`config.mk`:
```
export PLATFORM = sky130hd
export DESIGN_NAME = vend_share_ctrl_flat
export DESIGN_NICKNAME = d
export VERILOG_FILES = /design/src/rtl/vend_share_ctrl_if.sv /design/src/rtl/vend_share_ctrl.sv /design/src/flat_wrapper.sv
export SDC_FILE = /design/constraint.sdc
export NUM_CORES = 1
export LEC_CHECK = 0
export CAP_MARGIN = 10
export CORE_ASPECT_RATIO = 1.75
export CORE_UTILIZATION = 50
export CTS_CLUSTER_DIAMETER = 60
export DETAILED_ROUTE_END_ITERATION = 16
export PLACE_DENSITY_LB_ADDON = 0.12
export RECOVER_POWER = 50
export SYNTH_ARGS = -nofsm -noshare
export SYNTH_HDL_FRONTEND = slang
export SYNTH_SLANG_ARGS = --single-unit
```
`constraint.sdc`:
```
create_clock -name clk -period 2.7 [get_ports clk]
set_clock_uncertainty 0.1 [all_clocks]
set_input_delay 0.81 -clock clk [delete_from_list [all_inputs] [get_ports clk]]
set_output_delay 0.81 -clock clk [all_outputs]
set_load 0.05 [all_outputs]
```
`src/rtl/vend_share_ctrl_if.sv`:
```
// Panel-side signal bundle for the shared coffee dispenser controller.
// master drives requests and coins; slave is the controller.
interface vend_share_ctrl_if #(
   parameter int unsigned NPORT = 2
);
   logic [NPORT-1:0]   req;
   logic [3*NPORT-1:0] coin_in;
   logic [NPORT-1:0]   cancel;
   logic [NPORT-1:0]   gnt;
   logic               coffee;
   logic [2:0]         rem;
   logic               coin_rej;
   logic               busy;

   modport master (
      output req, coin_in, cancel,
      input  gnt, coffee, rem, coin_rej, busy
   );

   modport slave (
      input  req, coin_in, cancel,
      output gnt, coffee, rem, coin_rej, busy
   );
endinterface

```
`src/rtl/vend_share_ctrl.sv`:
```
// Round-robin transaction controller sharing one coffee dispenser between
// NPORT coin panels: grant, accumulate credit, vend, then pay out change.
module vend_share_ctrl #(
   parameter int unsigned NPORT       = 2,
   parameter int unsigned PRICE       = 3,
   parameter int unsigned DISP_CYCLES = 4,
   parameter int unsigned TIMEOUT     = 16,
   parameter int unsigned CREDIT_W    = 5
) (
   input  logic              clk,
   input  logic              firstinit_n,
   vend_share_ctrl_if.slave  bus
);
   localparam int unsigned IDX_W  = (NPORT > 1) ? $clog2(NPORT) : 1;
   localparam int unsigned TCNT_W = $clog2(TIMEOUT + 1);
   localparam int unsigned DCNT_W = (DISP_CYCLES > 1) ? $clog2(DISP_CYCLES) : 1;

   typedef enum logic [1:0] {IDLE, ACCEPT, DISPENSE, CHANGE} state_t;

   state_t              state_q, state_d;
   logic [NPORT-1:0]    gnt_q, gnt_d;
   logic [IDX_W-1:0]    idx_q, idx_d;
   logic [IDX_W-1:0]    rr_q, rr_d;
   logic [CREDIT_W-1:0] credit_q, credit_d;
   logic [TCNT_W-1:0]   tcnt_q, tcnt_d;
   logic [DCNT_W-1:0]   dcnt_q, dcnt_d;
   logic                coffee_q, coffee_d;
   logic [2:0]          rem_q, rem_d;
   logic                rej_q, rej_d;
   logic                busy_q, busy_d;

   logic [2:0]          coin_sel;
   logic                cancel_sel, req_sel;
   logic                any_req, hi_found;
   logic [IDX_W-1:0]    hi_idx, lo_idx, win;
   logic [CREDIT_W-1:0] sum;
   logic                stop, leave;

   function automatic logic [2:0] change_coin(input logic [CREDIT_W-1:0] c);
      return (c >= CREDIT_W'(2)) ? 3'd2 : 3'd1;
   endfunction

   // Only the granted panel's inputs are visible to the transaction logic.
   always_comb begin
      coin_sel   = '0;
      cancel_sel = 1'b0;
      req_sel    = 1'b0;
      for (int i = 0; i < NPORT; i++) begin
         if (idx_q == IDX_W'(i)) begin
            coin_sel   = bus.coin_in[3*i +: 3];
            cancel_sel = bus.cancel[i];
            req_sel    = bus.req[i];
         end
      end
   end

   // Lowest requester at/after the pointer wins; otherwise wrap to the lowest overall.
   always_comb begin
      any_req  = 1'b0;
      hi_found = 1'b0;
      hi_idx   = '0;
      lo_idx   = '0;
      for (int i = NPORT - 1; i >= 0; i--) begin
         if (bus.req[i]) begin
            any_req = 1'b1;
            lo_idx  = IDX_W'(i);
            if (IDX_W'(i) >= rr_q) begin
               hi_found = 1'b1;
               hi_idx   = IDX_W'(i);
            end
         end
      end
      win = hi_found ? hi_idx : lo_idx;
   end

   always_comb begin
      state_d  = state_q;
      gnt_d    = gnt_q;
      idx_d    = idx_q;
      rr_d     = rr_q;
      credit_d = credit_q;
      tcnt_d   = tcnt_q;
      dcnt_d   = dcnt_q;
      rem_d    = '0;
      rej_d    = 1'b0;
      stop     = 1'b0;
      leave    = 1'b0;
      sum      = credit_q + CREDIT_W'(coin_sel);

      case (state_q)
         IDLE: begin
            if (any_req) begin
               state_d  = ACCEPT;
               gnt_d    = NPORT'(1) << win;
               idx_d    = win;
               rr_d     = (win == IDX_W'(NPORT - 1)) ? '0 : win + IDX_W'(1);
               credit_d = '0;
               tcnt_d   = '0;
            end
         end
         ACCEPT: begin
            // Cancel (or a dropped request) beats a coin in the same cycle.
            stop = cancel_sel | ~req_sel;
            if (!stop) begin
               case (coin_sel)
                  3'd1, 3'd2, 3'd5: begin
                     tcnt_d = '0;
                     if (sum >= CREDIT_W'(PRICE)) begin
                        credit_d = sum - CREDIT_W'(PRICE);
                        dcnt_d   = '0;
                        state_d  = DISPENSE;
                     end else begin
                        credit_d = sum;
                     end
                  end
                  3'd0: begin
                     if (tcnt_q == TCNT_W'(TIMEOUT - 1)) stop = 1'b1;
                     else tcnt_d = tcnt_q + TCNT_W'(1);
                  end
                  default: rej_d = 1'b1;
               endcase
            end
            leave = stop;
         end
         DISPENSE: begin
            if (dcnt_q == DCNT_W'(DISP_CYCLES - 1)) leave = 1'b1;
            else dcnt_d = dcnt_q + DCNT_W'(1);
         end
         CHANGE:  leave = 1'b1;
         default: state_d = IDLE;
      endcase

      // credit_q already excludes any coin shown on rem this cycle.
      if (leave) begin
         if (credit_q != '0) begin
            state_d  = CHANGE;
            rem_d    = change_coin(credit_q);
            credit_d = credit_q - CREDIT_W'(rem_d);
         end else begin
            state_d  = IDLE;
            gnt_d    = '0;
            credit_d = '0;
         end
      end

      coffee_d = (state_d == DISPENSE);
      busy_d   = (state_d != IDLE);
   end

   always_ff @(posedge clk or negedge firstinit_n) begin
      if (!firstinit_n) begin
         state_q  <= IDLE;
         gnt_q    <= '0;
         idx_q    <= '0;
         rr_q     <= '0;
         credit_q <= '0;
         tcnt_q   <= '0;
         dcnt_q   <= '0;
         coffee_q <= 1'b0;
         rem_q    <= '0;
         rej_q    <= 1'b0;
         busy_q   <= 1'b0;
      end else begin
         state_q  <= state_d;
         gnt_q    <= gnt_d;
         idx_q    <= idx_d;
         rr_q     <= rr_d;
         credit_q <= credit_d;
         tcnt_q   <= tcnt_d;
         dcnt_q   <= dcnt_d;
         coffee_q <= coffee_d;
         rem_q    <= rem_d;
         rej_q    <= rej_d;
         busy_q   <= busy_d;
      end
   end

   assign bus.gnt      = gnt_q;
   assign bus.coffee   = coffee_q;
   assign bus.rem      = rem_q;
   assign bus.coin_rej = rej_q;
   assign bus.busy     = busy_q;
endmodule

```
`src/flat_wrapper.sv`:
```
// flat-port wrapper written by rule: the top's interface ports become plain ports
module vend_share_ctrl_flat 
#(
   parameter int unsigned NPORT       = 2,
   parameter int unsigned PRICE       = 3,
   parameter int unsigned DISP_CYCLES = 4,
   parameter int unsigned TIMEOUT     = 16,
   parameter int unsigned CREDIT_W    = 5
)
  (clk, firstinit_n, bus_req, bus_coin_in, bus_cancel, bus_gnt, bus_coffee, bus_rem, bus_coin_rej, bus_busy);
  vend_share_ctrl_if #(.NPORT(NPORT)) bus_i ();
  input  logic clk;
  input  logic firstinit_n;
  input wire logic [$bits(bus_i.req)-1:0] bus_req;
  input wire logic [$bits(bus_i.coin_in)-1:0] bus_coin_in;
  input wire logic [$bits(bus_i.cancel)-1:0] bus_cancel;
  output wire logic [$bits(bus_i.gnt)-1:0] bus_gnt;
  output wire logic [$bits(bus_i.coffee)-1:0] bus_coffee;
  output wire logic [$bits(bus_i.rem)-1:0] bus_rem;
  output wire logic [$bits(bus_i.coin_rej)-1:0] bus_coin_rej;
  output wire logic [$bits(bus_i.busy)-1:0] bus_busy;
  assign bus_i.req = bus_req;
  assign bus_i.coin_in = bus_coin_in;
  assign bus_i.cancel = bus_cancel;
  assign bus_gnt = bus_i.gnt;
  assign bus_coffee = bus_i.coffee;
  assign bus_rem = bus_i.rem;
  assign bus_coin_rej = bus_i.coin_rej;
  assign bus_busy = bus_i.busy;
  vend_share_ctrl #(.NPORT(NPORT), .PRICE(PRICE), .DISP_CYCLES(DISP_CYCLES), .TIMEOUT(TIMEOUT), .CREDIT_W(CREDIT_W)) u_core (.clk(clk), .firstinit_n(firstinit_n), .bus(bus_i));
endmodule
```
# --- Word level (Yosys, flattened, before mapping) ---
# Index checks and enable logic that the tools add are counted.
word_totals:
  wordCells: 108
  out_inout_bits: 8
  reg_bits: 24
classes:
  n_lt_le_gt_ge: 4
  shift: 1
  bitwise_logic: 2
  reduce_logical: 13
  n_addsub: 6
  eq_ne: 19
  mux: 52
ops:
  columns: ["op", "count"]
  rows:
  - ["$mux 5", 8]
  - ["$mux 2", 15]
  - ["$pmux 5 s2", 3]
  - ["$mux 1", 20]
  - ["$ge 5x2->1 const B", 2]
  - ["$reduce_and 5->1", 2]
  - ["$mux 3", 3]
  - ["$ne 3x2->1 const B", 3]
  - ["$eq 2x2->1 const B", 4]
  - ["$pmux 2 s2", 2]
  - ["$ne 2x2->1 const B", 3]
  - ["$reduce_bool 2->1", 3]
  - ["$add 5x1->5 const B", 1]
  - ["$add 5x3->5", 1]
  - ["$eq 5x4->1 const B", 1]
  - ["$reduce_bool 5->1", 1]
  - ["$sub 5x2->5 const B", 1]
  - ["$sub 5x3->5", 1]
  - ["$ne 2x1->1 const B", 2]
  - ["$reduce_and 4->1", 1]
  - ["$reduce_or 4->1", 1]
  - ["$eq 3x1->1 const B", 1]
  - ["$eq 3x2->1 const B", 1]
  - ["$eq 3x3->1 const B", 1]
  - ["other kinds (15)", 16]

# --- Depth between registers and ports, before layout ---
# Gate-level depths: netlist of run 1.
logic_depth:
  depth_word: 11
  ltp_mapped: 12
  depth_no_buf: 11

# --- Worst setup path after synthesis of run 1 ---
# No wires, ideal clock.
synth_timing:
  kind: "in2reg"
  start: "input bus_coin_in[3]"
  end: "register u_core.dcnt_q[1]"
  arrival_time_ns: 3.049
  t_required_ns: 2.478
  path_slack_ns: -0.570
  cell_stages: 11
  cell_sequence: "mux2i_1 > inv_1 > ha_1 > fa_1 > ha_1 > nor2_1 > and4b_1 > o21a_4 > nor3b_2 > o21ai_2 > a32o_1"
synth_via:
  elab_chain_len: 5
synth_rtl:
  columns: ["element", "line_no", "rtl"]
  rows:
  - ["from (decl)", "flat_wrapper.sv:15", "input wire logic [$bits(bus_i.coin_in)-1:0] bus_coin_in;"]
  - ["$mux 3 *", "vend_share_ctrl.sv:49", "if (idx_q == IDX_W'(i)) begin"]
  - ["$add 5x3->5 (tied with other cells)", "vend_share_ctrl.sv:88", "sum = credit_q + CREDIT_W'(coin_sel);"]
  - ["$ge 5x2->1 or $reduce_or 3->1 (tied branches)", "vend_share_ctrl.sv:108, vend_share_ctrl.sv:105", null]
  - ["$ne 2x1->1 (no line) or $ne 2x2->1 (tied branches)", null, null]
  - ["$reduce_and 5->1 (no line) *", null, null]
  - ["to (signal assigned)", "vend_share_ctrl.sv:170", "dcnt_q <= dcnt_d;"]
  - ["to (decl)", "vend_share_ctrl.sv:26", "logic [DCNT_W-1:0] dcnt_q, dcnt_d;"]
# Every way passes the cells marked *; elsewhere a longest branch is shown, timed or not.
# A chain may end at the register's enable or synchronous reset.

# --- Worst setup path in the final report of run 1 ---
# Ends and elaborated chain as after synthesis.

==> results.md, run 1 <==
* Critical Path AT at 3060 ps
* Failing checks: negative setup slack
* Area delta synth->final at 37.5%
* Leakage at 0.000998 uW
* Worst path most repeated cell: ha_4
* Share of the synthesized area in the top cell type at 33.5%
* Pre-CTS setup slack at -1010 ps
* Min cycle time layout at 3000 ps
* Critical-path top delay cell: fa_2
* Multi-input gate area at 1180 um2
* Drt wl/cell at 16.4 um
* Crit path max fanout at 5
* P_int at 1550 uW
* Area after DPL at 2160 um2
* Area contributors post-synth: dfrtp_1 (33%), ha_1 (6.5%), nor2_1 (3.1%)
* Post-synthesis instance area at 1720 um2
* Remaining DRCs at 0
* Fin crit share at 111%
* RSZ-0062 raised after global routing: yes
* CP Cell Sequence: buf_8, mux2i_4, inv_2, ha_4, fa_2, ha_4, nor2_2, and4b_1, o21a_4, nor3b_4, o21ai_2, a32o_1
* Via count at 1566
* Vias in the first global route at 1580
* Crit start category: primary input
* Worst-skew pair later-pin latency at 270 ps
* Synthesized flop and latch total at 23
* Post-DP HPWL at 3260 um
* Post-synth top flop: dfrtp_1
* H-tree levels at 1
* Commonest cells post-synth: dfrtp_1 (23), nor2_1 (14), inv_1 (11), nand2_1 (11), a21oi_1 (10)
* Most numerous cell in the Yosys netlist: dfrtp_1
* Clk sink count at 23
* Nets at 253
* Combinational Power Share at 72.6%
* All-Layer GR Usage at 25.8%
* Filler-free cell count of the finished design at 272
* Post-CTS Hold Fix Bufs at 0
* Max incr delay on CP at 580 ps
* Largest net degree at the start of global routing at 24
* Synth unique cells at 63
* Post-synthesis sequential area ratio at 33.5%
* Hold Path Depth at 2
* Cell area after layout at 2360 um2
* Worst Tran Pin Value at 1270 ps
* Setup crit end kind: flip-flop
* Vias per cell at 5.76
* Layout fillers at 232
* NetSw at 1330 uW
* IO Port Bufs at 18
* # setup viols final at 10
* Share of cells above drive strength 1 at 34.1%
* Part of the power in registers at 19.8%
* Iteration-0 DRC Markers at 28
* Relative slew slack at 15.2%
* Syn Nets at 197
* Die Y at 79.6 um
* Post-Place Cells at 257
* Clk buf depth at 2
* Max Cap Viol at 0
* Hold slack at 395 ps
* CTS tree: yes
* Die area at 3690 um2
* Clk slew on worst S/H paths at 80 ps
* Mean Syn Cell Area at 9.89 um2
* First-pass GRT wire length at 6910 um
* Top Ports at 20
* Worst hold path class: reg -> reg
* Initial antenna violation count at 0
* Slew Limit Fails at 0
* Synth warn at 0
* Ys async rst share at 100%
* Status: finished, violations left
* CP Data Required Time at 2760 ps
* Switching share of power at 46.2%
* Core area at 3210 um2
* Remaining global-route overflow at 0
* Number of synthesized flops with an enable pin at 0
* Placer congestion estimate at 0.826
* VDD IR max at 0.798 mV
* Setup CP Type: in -> reg
* Row cnt at 27
* Leading area contributor after synthesis: dfrtp_1
* Clk pwr share at 7.6%
* Initial Util at 53.6%
* F_max at 334 MHz
* Drt first pass iters at 4
* Synth Instances at 174
* Reg2Reg Depth at 11
* Fin worst setup slack at -295 ps
* Final ANT Viol Nets at 0
* # diodes at 0
* Routed WL at 4470 um
* FF/Latch Area at 576 um2
* PD cells at 1220 nW/um2
* Clock root buffer: clkbuf_8
* Total clock buffers created by CTS at 3
* DIE WIDTH at 46.3 um
* Util after Layout at 73.7%
* Hold Fails Final Rpt at 0
critical path, delay by kind of cell:
kind            cells  cell delay, ps
fa+ha+maj           3             890
mux                 1             150
compound gates      3             560
simple gates        3             480
buf+inv             2             160
registers in the layout, indices dropped and copies added (netlist names):
| signal | count |
|---|---|
| u_core.state_q | 2 |
| u_core.bus.rem | 2 |
| u_core.idx_q | 1 |
| u_core.dcnt_q | 2 |
| u_core.bus.busy | 1 |
| u_core.bus.coffee | 1 |
| u_core.bus.gnt | 2 |
| u_core.credit_q | 5 |
| u_core.rr_q | 1 |
| u_core.tcnt_q | 5 |
| u_core.bus.coin_rej | 1 |
path summary, 6_finish.rpt:
check | slack (ps) | end | startpoint
worst max-delay path | -300 | u_core.dcnt_q[1] | bus_coin_in[3]
worst min-delay path | 390 | u_core.tcnt_q[4] | u_core.tcnt_q[4]
worst max register to register | -220 | u_core.dcnt_q[1] | u_core.idx_q
worst min register to register | 390 | u_core.tcnt_q[4] | u_core.tcnt_q[4]
max in group asynchronous | 520 | u_core.dcnt_q[0] | firstinit_n
min in group asynchronous | 1230 | u_core.tcnt_q[0] | firstinit_n
stage by stage:
stage          TNS (ps)  total power (uW)
2_1_floorplan     -2670              1860
3_3_place_gp      -8420              2350
3_5_place_dp      -9200              2420
4_1_cts           -1500              2730
5_1_grt           -2670              3070
6_report          -1940              2880
cell families after synthesis:
kind of cell | synth area share (%)
AOI/OAI and AO/OA | 26.7
xor gates and xnor gates | 3.49
adders and majority gates | 8.87
buffers and inverters | 4.29
DFF | 33.5
muxes | 4.29
other | 0.218
and+or+nand+nor | 18.7
cell type report:
cell class	instances	share of cell area (%)
tap	43	2.28
timing repair buffer	55	19.7
sequential	23	24.3
clock inverter	1	0.212
multi-input combinational	135	49.8
inverter	12	1.90
clock buffer	3	1.75
power groups by stage:
stage	clock network [uW]	logic, uW	registers (uW)
5_1_grt	235	2250	584
6_report	219	2090	570
2_1_floorplan	0	1200	656
4_1_cts	226	1940	567
3_3_place_gp	0	1790	564
3_5_place_dp	0	1850	571
layer usage:
layer	vias to the layer above	track usage, %	wire [um]
met1	762	25.6	1590
li1	753	-	-
met4	0	12.6	194
met3	15	2.49	92
met2	36	48.6	2590
met5	-	0	0
what timing repair did:
item / in CTS / in global routing
setup endpoints to repair: 10 / 10
pin swaps: 10 / 9
gates resized for setup: 20 / 12
setup buffers: 7 / 4
cells in the final DEF (no fill, tap or decap), types with 2 or more instances in the layout:
| cell | count |
|---|---|
| buf_4 | 34 |
| dfrtp_1 | 23 |
| nor2_1 | 12 |
| nand2_1 | 11 |
| clkdlybuf4s50_1 | 11 |
| a21oi_1 | 10 |
| inv_1 | 9 |
| o21ai_0 | 9 |
| ha_1 | 6 |
| nand3_1 | 4 |
| a31oi_1 | 4 |
| inv_2 | 3 |
| o21a_1 | 3 |
| nand2b_1 | 3 |
| nor2b_1 | 3 |
| xor2_1 | 3 |
| mux2i_1 | 3 |
| ha_4 | 3 |
| clkbuf_8 | 3 |
| buf_6 | 3 |
| mux2i_4 | 2 |
| o211ai_2 | 2 |
| a21oi_4 | 2 |
| nor2_4 | 2 |
| nor3_1 | 2 |
| o21bai_1 | 2 |
| o21ai_1 | 2 |
| o31ai_1 | 2 |
| xnor2_1 | 2 |
| a22oi_1 | 2 |
| o22ai_1 | 2 |
| o32a_1 | 2 |
| clkdlybuf4s15_1 | 2 |
| dlygate4sd2_1 | 2 |
Power figures use the tool's default switching activity.
==> run 2, diff against run 1 <==
--- a/config.mk
+++ b/config.mk
@@ -15,3 +15,4 @@
 export SYNTH_ARGS = -nofsm -noshare
 export SYNTH_HDL_FRONTEND = slang
 export SYNTH_SLANG_ARGS = --single-unit
+export TNS_END_PERCENT = 20
==> results.md, run 2 (synthesis results as in run 1) <==
* Reg2reg start: u_core.idx_q
* Clk buf depth at 2 (unchanged)
* Nets at 245 (-3.2%)
* Most frequent cells in the layout: buf_4 (27), dfrtp_1 (23), nor2_1 (14), nand2_1 (11), clkdlybuf4s50_1 (11)
* Routed WL at 4140 um (-7.4%)
* Setup crit end kind: flip-flop
* Status: finished, violations left
* Slew Limit Fails at 0 (unchanged)
* Largest regs: u_core.credit_q (5), u_core.tcnt_q (5)
* Largest net degree at the start of global routing at 24 (unchanged)
* Initial Util at 53.6% (unchanged)
* Vias per cell at 5.70 (-1.0%)
* CP startpoint: bus_coin_in[0]
* Final ANT Viol Nets at 0 (unchanged)
* Drt wl/cell at 15.7 um (-4.6%)
* Commonest non-fill, non-tap cell in the layout: buf_4
* Crit path max fanout at 5 (unchanged)
* Core area at 3210 um2 (unchanged)
* # setup viols final at 10 (unchanged)
* Clock root buffer: clkbuf_8
* IO Port Bufs at 18 (unchanged)
* Remaining global-route overflow at 0 (unchanged)
* Hold_sp: u_core.tcnt_q[3]
* First-pass GRT wire length at 6910 um (-0.10%)
* Filler-free cell count of the finished design at 264 (-2.9%)
* Clk sink count at 23 (unchanged)
* F_max at 335 MHz (+0.31%)
* Critical Path AT at 3030 ps (-30 ps)
* Drt first pass iters at 5 (+1)
* Die Y at 79.6 um (unchanged)
* PD cells at 1220 nW/um2 (about the same)
* Iteration-0 DRC Markers at 39 (+39%)
* Fin worst setup slack at -286 ps (+9.20 ps)
* Hold Fails Final Rpt at 0 (unchanged)
* Die area at 3690 um2 (unchanged)
* All-Layer GR Usage at 25.5% (-0.30 points)
* H-tree levels at 1 (unchanged)
* Relative slew slack at 11.0% (-4.1 points)
* Initial antenna violation count at 0 (unchanged)
* VDD IR max at 0.792 mV (-0.65%)
* DIE WIDTH at 46.3 um (unchanged)
* Clk slew on worst S/H paths at 90 ps (about the same)
* Crit start category: primary input
* Worst hold path class: reg -> reg
* Share of cells above drive strength 1 at 31.2% (-2.8 points)
* Util after Layout at 71.0% (-2.7 points)
* Post-Place Cells at 256 (-0.39%)
* Vias in the first global route at 1562 (-1.1%)
* Remaining DRCs at 0 (unchanged)
* Fin crit share at 111% (-0.34 points)
* Max Cap Viol at 0 (unchanged)
* Setup CP Type: in -> reg
* Worst-skew pair later-pin latency at 270 ps (about the same)
* Total clock buffers created by CTS at 3 (unchanged)
* Post-DP HPWL at 3200 um (-2.0%)
* CP Data Required Time at 2740 ps (-20 ps)
* Failing checks: negative setup slack
* RSZ-0062 raised after global routing: yes
* Via count at 1504 (-4.0%)
* # diodes at 0 (unchanged)
* Worst Tran Pin Value at 1330 ps (+62.1 ps)
* Top Ports at 20 (unchanged)
* Leakage at 0.000956 uW (-4.2%)
* Area delta synth->final at 32.4%
* CTS tree: yes
* Row cnt at 27 (unchanged)
* Placer congestion estimate at 0.824 (-0.18%)
* Min cycle time layout at 2990 ps (-9.20 ps)
==> run 2: worst paths after layout <==
| check | endpoint | slack (ps) | cells after the start |
|---|---|---|---|
| worst min-delay path | u_core.tcnt_q[3] | 390 | 1 |
| worst max-delay path | u_core.credit_q[0] | -290 | 11 |
| min in group asynchronous | u_core.tcnt_q[2] | 1260 | 2 |
| max in group asynchronous | u_core.bus.coffee | 450 | 2 |
| worst max register to register | u_core.credit_q[0] | -220 | 11 |
| worst min register to register | u_core.tcnt_q[3] | 390 | 1 |
==> run 2: worst max-delay path, cell delays in order <==
cell and delay [ps]:
buf_6 100, mux2i_4 140, inv_2 60, ha_4 170
fa_2 490, buf_6 140, a222oi_1 410, o21a_4 240
xor2_1 170, o32a_1 200, mux2i_1 90
==> run 2: through the flow <==
stage	power, uW	hold slack (ps)	worst slack [ps]	instance area, um2	setup TNS, ps
3_5_place_dp	2360	381	-1010	2130	-9720
4_1_cts	2760	394	-302	2280	-1870
3_3_place_gp	2300	363	-944	2130	-8710
2_1_floorplan	1810	349	-461	1740	-3130
5_1_grt	2990	405	-375	2280	-2720
6_report	2780	391	-286	2280	-1750
==> run 2: layout make-up <==
cell class / instances / area [um2]
fillers: 240 / 931
clock inverters: 1 / 5.00
well taps: 43 / 53.8
repair buffers: 47 / 394
multi-input cells: 135 / 1160
clock buffers: 3 / 41.3
flip-flops and latches: 23 / 576
inverters: 12 / 45.0
==> run 2: report_power, final <==
| group | switching (uW) | leakage, uW | internal, uW |
|---|---|---|---|
| clock | 124 | 0.0000255 | 103 |
| combinational | 1050 | 0.000636 | 939 |
| sequential | 101 | 0.000295 | 458 |
| total | 1280 | 0.000956 | 1500 |
==> run 2: metal layers <==
layer  GRT usage, %  up-vias  share of wire (%)
li1               -      732                  -
met1           28.2      717                 37
met2           46.4       37                 56
met3           2.26       18                2.2
met4           10.3        0                4.2
met5              0        -                  0
==> run 2: repair_timing <==
item,in CTS,in global routing
setup buffers,4,0
pin swaps,16,8
setup endpoints to repair,10,10
hold endpoints to repair,0,0
gates cloned,0,0
gates resized for setup,32,1
hold buffers,0,0
